--- src/rtl/cdb_arbiter_if.sv ---
// Producer-side and broadcast-side signals of the common data bus arbiter.
// Lane i of each packed array belongs to producer i (0=ALU, 1=LSB, 2=BRU).
interface cdb_arbiter_if #(
  parameter int NUM_REQ  = 3,
  parameter int ROB_ID_W = 5,
  parameter int DATA_W   = 32
);
  localparam int SRC_W = (NUM_REQ > 4) ? $clog2(NUM_REQ) : 2;

  logic [NUM_REQ-1:0]               req_valid;
  logic [NUM_REQ-1:0]               req_ready;
  logic [NUM_REQ-1:0][ROB_ID_W-1:0] req_rob_id;
  logic [NUM_REQ-1:0][DATA_W-1:0]   req_value;
  logic                             cdb_valid;
  logic [ROB_ID_W-1:0]              cdb_rob_id;
  logic [DATA_W-1:0]                cdb_value;
  logic [SRC_W-1:0]                 cdb_src;

  modport master (
    output req_valid, req_rob_id, req_value,
    input  req_ready, cdb_valid, cdb_rob_id, cdb_value, cdb_src
  );

  modport slave (
    input  req_valid, req_rob_id, req_value,
    output req_ready, cdb_valid, cdb_rob_id, cdb_value, cdb_src
  );
endinterface

--- src/rtl/cdb_arbiter.sv ---
// CDB arbiter: one holding slot per producer, round-robin grant, one
// registered broadcast per cycle. rdy freezes everything; clear flushes slots.
module cdb_slot #(
  parameter int ENT_W = 37
) (
  input  logic             clk_in,
  input  logic             rst_in,
  input  logic             i_clear,
  input  logic             i_accept,
  input  logic             i_grant,
  input  logic [ENT_W-1:0] i_ent,
  output logic             o_valid,
  output logic [ENT_W-1:0] o_ent
);
  logic             r_valid;
  logic [ENT_W-1:0] r_ent;

  // accept wins over grant so a slot drained this cycle can refill at once
  always_ff @(posedge clk_in or posedge rst_in) begin
    if (rst_in) begin
      r_valid <= 1'b0;
      r_ent   <= '0;
    end else if (i_clear) begin
      r_valid <= 1'b0;
    end else if (i_accept) begin
      r_valid <= 1'b1;
      r_ent   <= i_ent;
    end else if (i_grant) begin
      r_valid <= 1'b0;
    end
  end

  assign o_valid = r_valid;
  assign o_ent   = r_ent;
endmodule

module cdb_arbiter #(
  parameter int NUM_REQ  = 3,
  parameter int ROB_ID_W = 5,
  parameter int DATA_W   = 32
) (
  input  logic          clk_in,
  input  logic          rst_in,
  input  logic          i_rdy,
  input  logic          i_clear,
  cdb_arbiter_if.slave  io_bus
);
  localparam int SRC_W = (NUM_REQ > 4) ? $clog2(NUM_REQ) : 2;

  typedef struct packed {
    logic [ROB_ID_W-1:0] rob_id;
    logic [DATA_W-1:0]   value;
  } ent_t;
  localparam int ENT_W = $bits(ent_t);

  logic                w_arb_en;
  logic [NUM_REQ-1:0]  w_slot_vld;
  logic [NUM_REQ-1:0]  w_grant;
  logic [NUM_REQ-1:0]  w_accept;
  ent_t [NUM_REQ-1:0]  w_slot_ent;
  logic                w_any;
  logic [SRC_W-1:0]    w_gidx;

  logic                r_cdb_valid;
  logic [ROB_ID_W-1:0] r_cdb_rob_id;
  logic [DATA_W-1:0]   r_cdb_value;
  logic [SRC_W-1:0]    r_cdb_src;
  logic [SRC_W-1:0]    r_rr_ptr;

  assign w_arb_en = i_rdy & ~i_clear;

  generate
    for (genvar gi = 0; gi < NUM_REQ; gi++) begin : g_slot
      ent_t w_in;
      assign w_in = {io_bus.req_rob_id[gi], io_bus.req_value[gi]};

      cdb_slot #(.ENT_W(ENT_W)) u_slot (
        .clk_in   (clk_in),
        .rst_in   (rst_in),
        .i_clear  (i_clear),
        .i_accept (w_accept[gi]),
        .i_grant  (w_grant[gi]),
        .i_ent    (w_in),
        .o_valid  (w_slot_vld[gi]),
        .o_ent    (w_slot_ent[gi])
      );
    end
  endgenerate

  function automatic logic [SRC_W-1:0] rot(input logic [SRC_W-1:0] base, input int off);
    int s;
    s = int'(base) + off;
    if (s >= NUM_REQ) s = s - NUM_REQ;
    return SRC_W'(s);
  endfunction

  // first occupied slot at or after rr_ptr, wrapping
  always_comb begin
    w_grant = '0;
    w_gidx  = '0;
    w_any   = 1'b0;
    if (w_arb_en) begin
      for (int off = 0; off < NUM_REQ; off++) begin
        if (!w_any && w_slot_vld[rot(r_rr_ptr, off)]) begin
          w_any                        = 1'b1;
          w_grant[rot(r_rr_ptr, off)]  = 1'b1;
          w_gidx                       = rot(r_rr_ptr, off);
        end
      end
    end
  end

  assign io_bus.req_ready = {NUM_REQ{w_arb_en}} & (~w_slot_vld | w_grant);
  assign w_accept         = io_bus.req_valid & io_bus.req_ready;

  always_ff @(posedge clk_in or posedge rst_in) begin
    if (rst_in) begin
      r_cdb_valid  <= 1'b0;
      r_cdb_rob_id <= '0;
      r_cdb_value  <= '0;
      r_cdb_src    <= '0;
      r_rr_ptr     <= '0;
    end else if (i_clear) begin
      r_cdb_valid <= 1'b0;
    end else if (i_rdy) begin
      r_cdb_valid <= w_any;
      if (w_any) begin
        r_cdb_rob_id <= w_slot_ent[w_gidx].rob_id;
        r_cdb_value  <= w_slot_ent[w_gidx].value;
        r_cdb_src    <= w_gidx;
        r_rr_ptr     <= (w_gidx == SRC_W'(NUM_REQ - 1)) ? '0 : w_gidx + 1'b1;
      end
    end
  end

  assign io_bus.cdb_valid  = r_cdb_valid;
  assign io_bus.cdb_rob_id = r_cdb_rob_id;
  assign io_bus.cdb_value  = r_cdb_value;
  assign io_bus.cdb_src    = r_cdb_src;
endmodule

--- src/flat_wrapper.sv ---
// flat-port wrapper written by rule: the top's interface ports become plain ports
module cdb_arbiter_flat 
#(
  parameter int NUM_REQ  = 3,
  parameter int ROB_ID_W = 5,
  parameter int DATA_W   = 32
)
  (clk_in, rst_in, i_rdy, i_clear, io_bus_req_valid, io_bus_req_rob_id, io_bus_req_value, io_bus_req_ready, io_bus_cdb_valid, io_bus_cdb_rob_id, io_bus_cdb_value, io_bus_cdb_src);
  cdb_arbiter_if #(.NUM_REQ(NUM_REQ), .ROB_ID_W(ROB_ID_W), .DATA_W(DATA_W)) io_bus_i ();
  input  logic clk_in;
  input  logic rst_in;
  input  logic i_rdy;
  input  logic i_clear;
  input wire logic [$bits(io_bus_i.req_valid)-1:0] io_bus_req_valid;
  input wire logic [$bits(io_bus_i.req_rob_id)-1:0] io_bus_req_rob_id;
  input wire logic [$bits(io_bus_i.req_value)-1:0] io_bus_req_value;
  output wire logic [$bits(io_bus_i.req_ready)-1:0] io_bus_req_ready;
  output wire logic [$bits(io_bus_i.cdb_valid)-1:0] io_bus_cdb_valid;
  output wire logic [$bits(io_bus_i.cdb_rob_id)-1:0] io_bus_cdb_rob_id;
  output wire logic [$bits(io_bus_i.cdb_value)-1:0] io_bus_cdb_value;
  output wire logic [$bits(io_bus_i.cdb_src)-1:0] io_bus_cdb_src;
  assign io_bus_i.req_valid = io_bus_req_valid;
  assign io_bus_i.req_rob_id = io_bus_req_rob_id;
  assign io_bus_i.req_value = io_bus_req_value;
  assign io_bus_req_ready = io_bus_i.req_ready;
  assign io_bus_cdb_valid = io_bus_i.cdb_valid;
  assign io_bus_cdb_rob_id = io_bus_i.cdb_rob_id;
  assign io_bus_cdb_value = io_bus_i.cdb_value;
  assign io_bus_cdb_src = io_bus_i.cdb_src;
  cdb_arbiter #(.NUM_REQ(NUM_REQ), .ROB_ID_W(ROB_ID_W), .DATA_W(DATA_W)) u_core (.clk_in(clk_in), .rst_in(rst_in), .i_rdy(i_rdy), .i_clear(i_clear), .io_bus(io_bus_i));
endmodule
--- config.mk ---
export PLATFORM = sky130hd
export DESIGN_NAME = cdb_arbiter_flat
export DESIGN_NICKNAME = d
export VERILOG_FILES = /design/src/rtl/cdb_arbiter_if.sv /design/src/rtl/cdb_arbiter.sv /design/src/flat_wrapper.sv
export SDC_FILE = /design/constraint.sdc
export NUM_CORES = 1
export LEC_CHECK = 0
export BUFFER_PORTS_ARGS = -buffer_cell sky130_fd_sc_hd__buf_4
export CAP_MARGIN = 10
export CORE_AREA = 2 2 121 123
export CTS_BUF_LIST = sky130_fd_sc_hd__clkbuf_4
export CTS_CLUSTER_DIAMETER = 100
export DETAILED_ROUTE_END_ITERATION = 12
export DIE_AREA = 0 0 123 125
export HOLD_SLACK_MARGIN = 0.02
export PLACE_DENSITY_LB_ADDON = 0.3
export SLEW_MARGIN = 5
export SYNTH_ARGS = -nofsm -noshare
export SYNTH_HDL_FRONTEND = slang
export SYNTH_SLANG_ARGS = --single-unit
--- constraint.sdc ---
create_clock -name clk_in -period 11.9 [get_ports clk_in]
set_clock_uncertainty 0.05 [all_clocks]
set_input_delay 0.595 -clock clk_in [delete_from_list [all_inputs] [get_ports clk_in]]
set_output_delay 0.595 -clock clk_in [all_outputs]
set_load 0.02 [all_outputs]
---- Word-level counts from Yosys, hierarchy flattened ----
Cells that the tools add are included.
storage, ports and cells
  bits in registers ....................... 156
  output and inout port bits .............. 43
  logic and storage cells ................. 108
cells by class
  add/sub/neg operators ................... 6
  reductions and logical operators ........ 15
  equality and inequality tests ........... 1
  bitwise operators ....................... 8
  mux-type cells .......................... 54
  magnitude comparators ................... 13
operators with widths
  cell                   number
  $bmux W37 S2           1
  $mux W37               1
  $mux W2                17
  $mux W1                23
  $lt A2 B3 Y1 const B   7
  $mux W3                6
  $or A3 B3 Y3           3
  $reduce_bool A3 Y1     3
  $and A3 B3 Y3          2
  $bmux W1 S2            3
  $demux W1 S2           3
  $ge A2 B1 Y1 const B   3
  $ge A3 B2 Y1 const B   2
  $reduce_and A2 Y1      3
  $logic_and A1 B1 Y1    5
  $sub A2 B1 Y2 const B  2
  $add A2 B1 Y3 const B  1
  $add A2 B2 Y3 const B  1
  $not A3 Y3             1
  $reduce_and A3 Y1      1
  $add A2 B1 Y2 const B  1
  $eq A2 B2 Y1 const B   1
  $ge A2 B2 Y1 const B   1
  $logic_not A1 Y1       2
  other kinds (4)        4

---- Depth between registers and ports, before layout ----
  depth after elaboration ................. 27
  depth in mapped cells ................... 10
  depth with buffers taken out ............ 7

---- By module ----
Synthesis repeated with hierarchy kept, for this count alone.
second synthesis, totals
  cell total of the unflattened synthesis .. 527
  area, all modules ....................... 7257.0 sq um
by module, submodules not included
  module       cells an instance  instances  sequential area each (sq um)  area each (sq um)
  cdb_slot     84                 3          950.9                         1592.8
  cdb_arbiter  275                1          1051.0                        2478.6

---- Worst setup path after synthesis ----
No wires, ideal clock.
  kind .................................... flip-flop to output port
  start ................................... reg u_core.r_rr_ptr[0]
  end ..................................... out io_bus_req_ready[2]
  stages on the path, launching flop included .. 9
  buffers on the path ..................... 1
  slack ................................... 9.362 ns
  data required time ...................... 11.255 ns
  arrival time ............................ 1.893 ns
  path through ............................ dfrtp_1 inv_1 ha_1 buf_4 and2b_1 a2111oi_2 o21a_1 nor2_1 nor2_1
on the way
  word-level cells in the longest chain between the ends .. 18
  elaborated cells between the ends (all ways) .. 59
  classes of those cells .................. 5 x add/sub; 9 x order compare; 34 x mux; 4 x bitwise; 7 x reduce/logical
ends and longest elaborated chain
  item                                                    line                source
  from (decl)                                             cdb_arbiter.sv:68   logic [SRC_W-1:0] r_rr_ptr;
  from (signal assigned)                                  cdb_arbiter.sv:131  r_rr_ptr <= (w_gidx == SRC_W'(NUM_REQ - 1)) ? '0 : w_gidx + 1'b1;
  branches (longest 14 deep; another with $add A2 B1 Y3)  n/a
  $mux W3 (*)                                             cdb_arbiter.sv:104  if (!w_any && w_slot_vld[rot(r_rr_ptr, off)]) begin
  $mux W3 (*)                                             cdb_arbiter.sv:102  if (w_arb_en) begin
  $or A3 B3 Y3 (*)                                        cdb_arbiter.sv:113  assign io_bus.req_ready = {NUM_REQ{w_arb_en}} & (~w_slot_vld | w_grant);
  $and A3 B3 Y3 (*)                                       cdb_arbiter.sv:113
  to (decl)                                               flat_wrapper.sv:17  output wire logic [$bits(io_bus_i.req_ready)-1:0] io_bus_req_ready;
Every way passes the cells marked *. The select of a mux whose other input is x is not followed.

---- Final worst setup path ----
  start ................................... reg u_core.r_rr_ptr[0]
  end ..................................... reg u_core.g_slot[2].u_slot.r_ent[15]
on the way
  word-level cells in the longest chain between the ends .. 20
  elaborated cells between the ends (all ways) .. 61
  classes of those cells .................. 5 x add/sub; 9 x order compare; 34 x mux; 5 x bitwise; 8 x reduce/logical
ends and longest elaborated chain
  item                                                    line                source
  branches (longest 14 deep; another with $add A2 B1 Y3)  n/a
  $mux W3 (*)                                             cdb_arbiter.sv:104
  $mux W3 (*)                                             cdb_arbiter.sv:102
  $or A3 B3 Y3 (*)                                        cdb_arbiter.sv:113
  $and A3 B3 Y3 (*)                                       cdb_arbiter.sv:113
  $and A3 B3 Y3 (*)                                       cdb_arbiter.sv:114  assign w_accept = io_bus.req_valid & io_bus.req_ready;
  $reduce_and A2 Y1 (no source line) (*)                  n/a
  to (signal assigned)                                    cdb_arbiter.sv:27   r_ent <= i_ent;
  to (decl)                                               cdb_arbiter.sv:16   logic [ENT_W-1:0] r_ent;
Marks and branches as above.
A chain may end at the register's enable or synchronous reset.

==> impl_metrics.yaml <==
layout:
  drive_gt1_frac: 0.453
  syn_to_final_growth_pct: 21.8
  fin_cells: 873
  layout.nets: 797
  utilization: 0.589
  final_area_sq_um: 8360
  nFillCells: 1208
place:
  post-place-ws_ps: 8450
  dp_cells: 840
  hpwl_mm: 10.9
  post_dp_cell_area_sq_um: 8100
  globalplace.congestion: 0.865
  io_buffers: 160
critical_path:
  crit_family: "compound AO/OA/AOI/OAI gates"
  cp-start-kind: "register"
  critPathMaxStageDelay_ps: 980
  arrival_ps: 3870
  end_kind: "register"
  cp_slowest_cell: "o211a_2"
  cp.required_ps: 12300
  crit_type: "reg2reg"
  path_buf_inv: 1
  worstPathCellList: "inv_1 > ha_1 > o2bb2ai_1 > a2111oi_2 > o21a_1 > o211a_2 > mux2_2"
  worstPathMaxFanout: 37
clock_tree:
  post_cts_buffers: 0
  clock_sinks: 156
  clk_pin_slew_worst_paths_ps: 120
  cts_tree: "built"
  insertion_delay_ps: 560
  cts_buffers: 17
  cts_max_level: 4
  ctsHoldBuffers: 0
  ctsResizeCount: 0
  cts-root-buf: "clkbuf_4"
  cts_max_path_buffers: 2
global_routing:
  grt_remaining_overflow: 0
  grt_pass1_wl_mm: 27.2
  grt_max_degree: 92
  grt_usage: 0.232
  grt_pass1_vias: 5211
  antenna_found_initial: 1
timing:
  setup_slack_ps: 8440
  rsz0062_at_grt: "no"
  period_share: 0.291
  final.setup.tns_ps: 0
  period_needed_ps: 3460
  hold_violations: 0
  max_freq_mhz: 289
  whs_ps: 115
  drv_slew: 0
  worst_slew_pin_slew_ps: 1210
  finalSetupViolCount: 0
  relSlewSlack: 0.194
yosys:
  synthFlopType: "dfrtp_1"
  async_flop_share: 1.00
  ys_seq_area_frac: 0.569
  synth_area_leader_cell: "dfrtp_1"
  syn_area_sq_um: 6860
  synth_edf_count: 0
  netlist-cell-type-count: 48
  yosys_warnings: 0
  synth_top_cell_area_share: 0.569
  synth_cells: 536
  synthAdderAreaFrac: 0.00875
  muxShareOfSynthArea: 0.185
  synth_xor_area_frac: 0
  syn_nets: 658
  synth_most_common_cell: "dfrtp_1"
  synth_compound_area_frac: 0.172
  yosys_register_bits: 156
  yosys-top-cells-area: "dfrtp_1, mux2_2, a22oi_1, a31oi_1, a21oi_1"
  synth_simple_gate_area_frac: 0.0217
  ys_top_cells_by_count: "dfrtp_1, mux2_2, a21oi_1"
  synth_top_family_by_area: "multiplexers"
  synth.avg_cell_area_sq_um: 12.8
drt:
  wl_per_cell_microns: 19.8
  routed_wl_mm: 17.3
  drc: 0
  drt-pass1-iter-count: 5
  drt_iter0_markers: 285
  postRouteAntennaNets: 0
  routed_via_density: 5.81
  dr_total_vias: 5069
floorplan:
  core-area_sq_um: 14200
  rows: 44
  dieArea_sq_um: 15400
  start_util: 0.483
  die_y_microns: 125
  die_width_microns: 123
  ios: 161
power_and_ir_drop:
  leakage_nw: 3.60
  power.density_nw_per_um2: 233
  p_total_mw: 1.95
  irDropWorstVdd_v: 0.000104
run:
  cap_violations: 0
outcome:
  outcome: "finished clean"
hold_path:
  hold_class: "in2async"
[layout by cell type (no fill, tap or decap), types with 3 or more instances in the layout]
| master | netlist | layout |
|---|---|---|
| a21oi_1 | 41 | 41 |
| a22o_1 | 3 | 3 |
| a22oi_1 | 37 | 37 |
| a31oi_1 | 38 | 38 |
| buf_4 | 6 | 164 |
| clkbuf_4 | 0 | 22 |
| clkinv_1 | 0 | 3 |
| clkinv_2 | 0 | 4 |
| dfrtp_1 | 156 | 156 |
| ha_1 | 4 | 4 |
| inv_1 | 7 | 6 |
| mux2_1 | 9 | 9 |
| mux2_2 | 102 | 102 |
| nand2_1 | 8 | 7 |
| nor2_1 | 6 | 4 |
| o21ai_0 | 39 | 39 |
[report_power, final]
group / total [mW] / switching, mW / internal [mW] / leakage, nW
clock network: 0.310 / 0.177 / 0.133 / 0.150
logic: 0.777 / 0.430 / 0.347 / 1.62
registers: 0.865 / 0.127 / 0.738 / 1.82
[worst reg2reg max path: cells and delay by family, from the launching register on]
family	cells	cell delay, ps
buf+inv	1	90
compound gates	4	1770
flops	1	400
fa+ha+maj	1	590
mux	1	460
[layer usage]
layer,share of wire,global-route usage
met5,0,0
met1,0.41,0.302
met3,0.057,0.0511
met2,0.51,0.373
met4,0.027,0.101
[flip-flops by register name, summed over array words and instances (netlist names)]
register                      cells
u_core.io_bus.cdb_src             2
u_core.g_slot.u_slot.o_ent      111
u_core.r_rr_ptr                   2
u_core.g_slot.u_slot.o_valid      3
u_core.io_bus.cdb_valid           1
u_core.io_bus.cdb_rob_id          5
u_core.io_bus.cdb_value          32
[path summary, 6_finish.rpt]
path	start	end	slack, ps	cells past startpoint
min in group clk_in	i_clear	u_core.g_slot[1].u_slot.o_valid	190	2
max in group asynchronous	rst_in	u_core.g_slot[0].u_slot.o_ent[24]	10310	3
hold reg to reg	u_core.g_slot[0].u_slot.o_ent[22]	u_core.g_slot[0].u_slot.o_ent[22]	450	1
setup / recovery	u_core.r_rr_ptr[0]	u_core.g_slot[2].u_slot.o_ent[15]	8440	7
setup reg to reg	u_core.r_rr_ptr[0]	u_core.g_slot[2].u_slot.o_ent[15]	8440	7
hold / removal	rst_in	u_core.g_slot[1].u_slot.o_ent[11]	120	2
[layout make-up]
cell class	instances	area (sq um)	area share
inverter	8	35.0	0.00419
tap	184	230	0.0275
antenna	1	2.50	0.000299
clock buffer	22	165	0.0198
timing repair buffer	164	1230	0.147
multi-input combinational	328	2700	0.322
sequential	156	3900	0.467
clock inverter	10	98.8	0.0118
[cell families after synthesis]
logic type                 count (synthesis)
AOI/OAI and AO/OA                        181
DFF                                      156
muxes                                    113
buffers and inverters                     52
and+or+nand+nor                           29
adders and majority gates                  5
(Power assumes the default switching activity.)
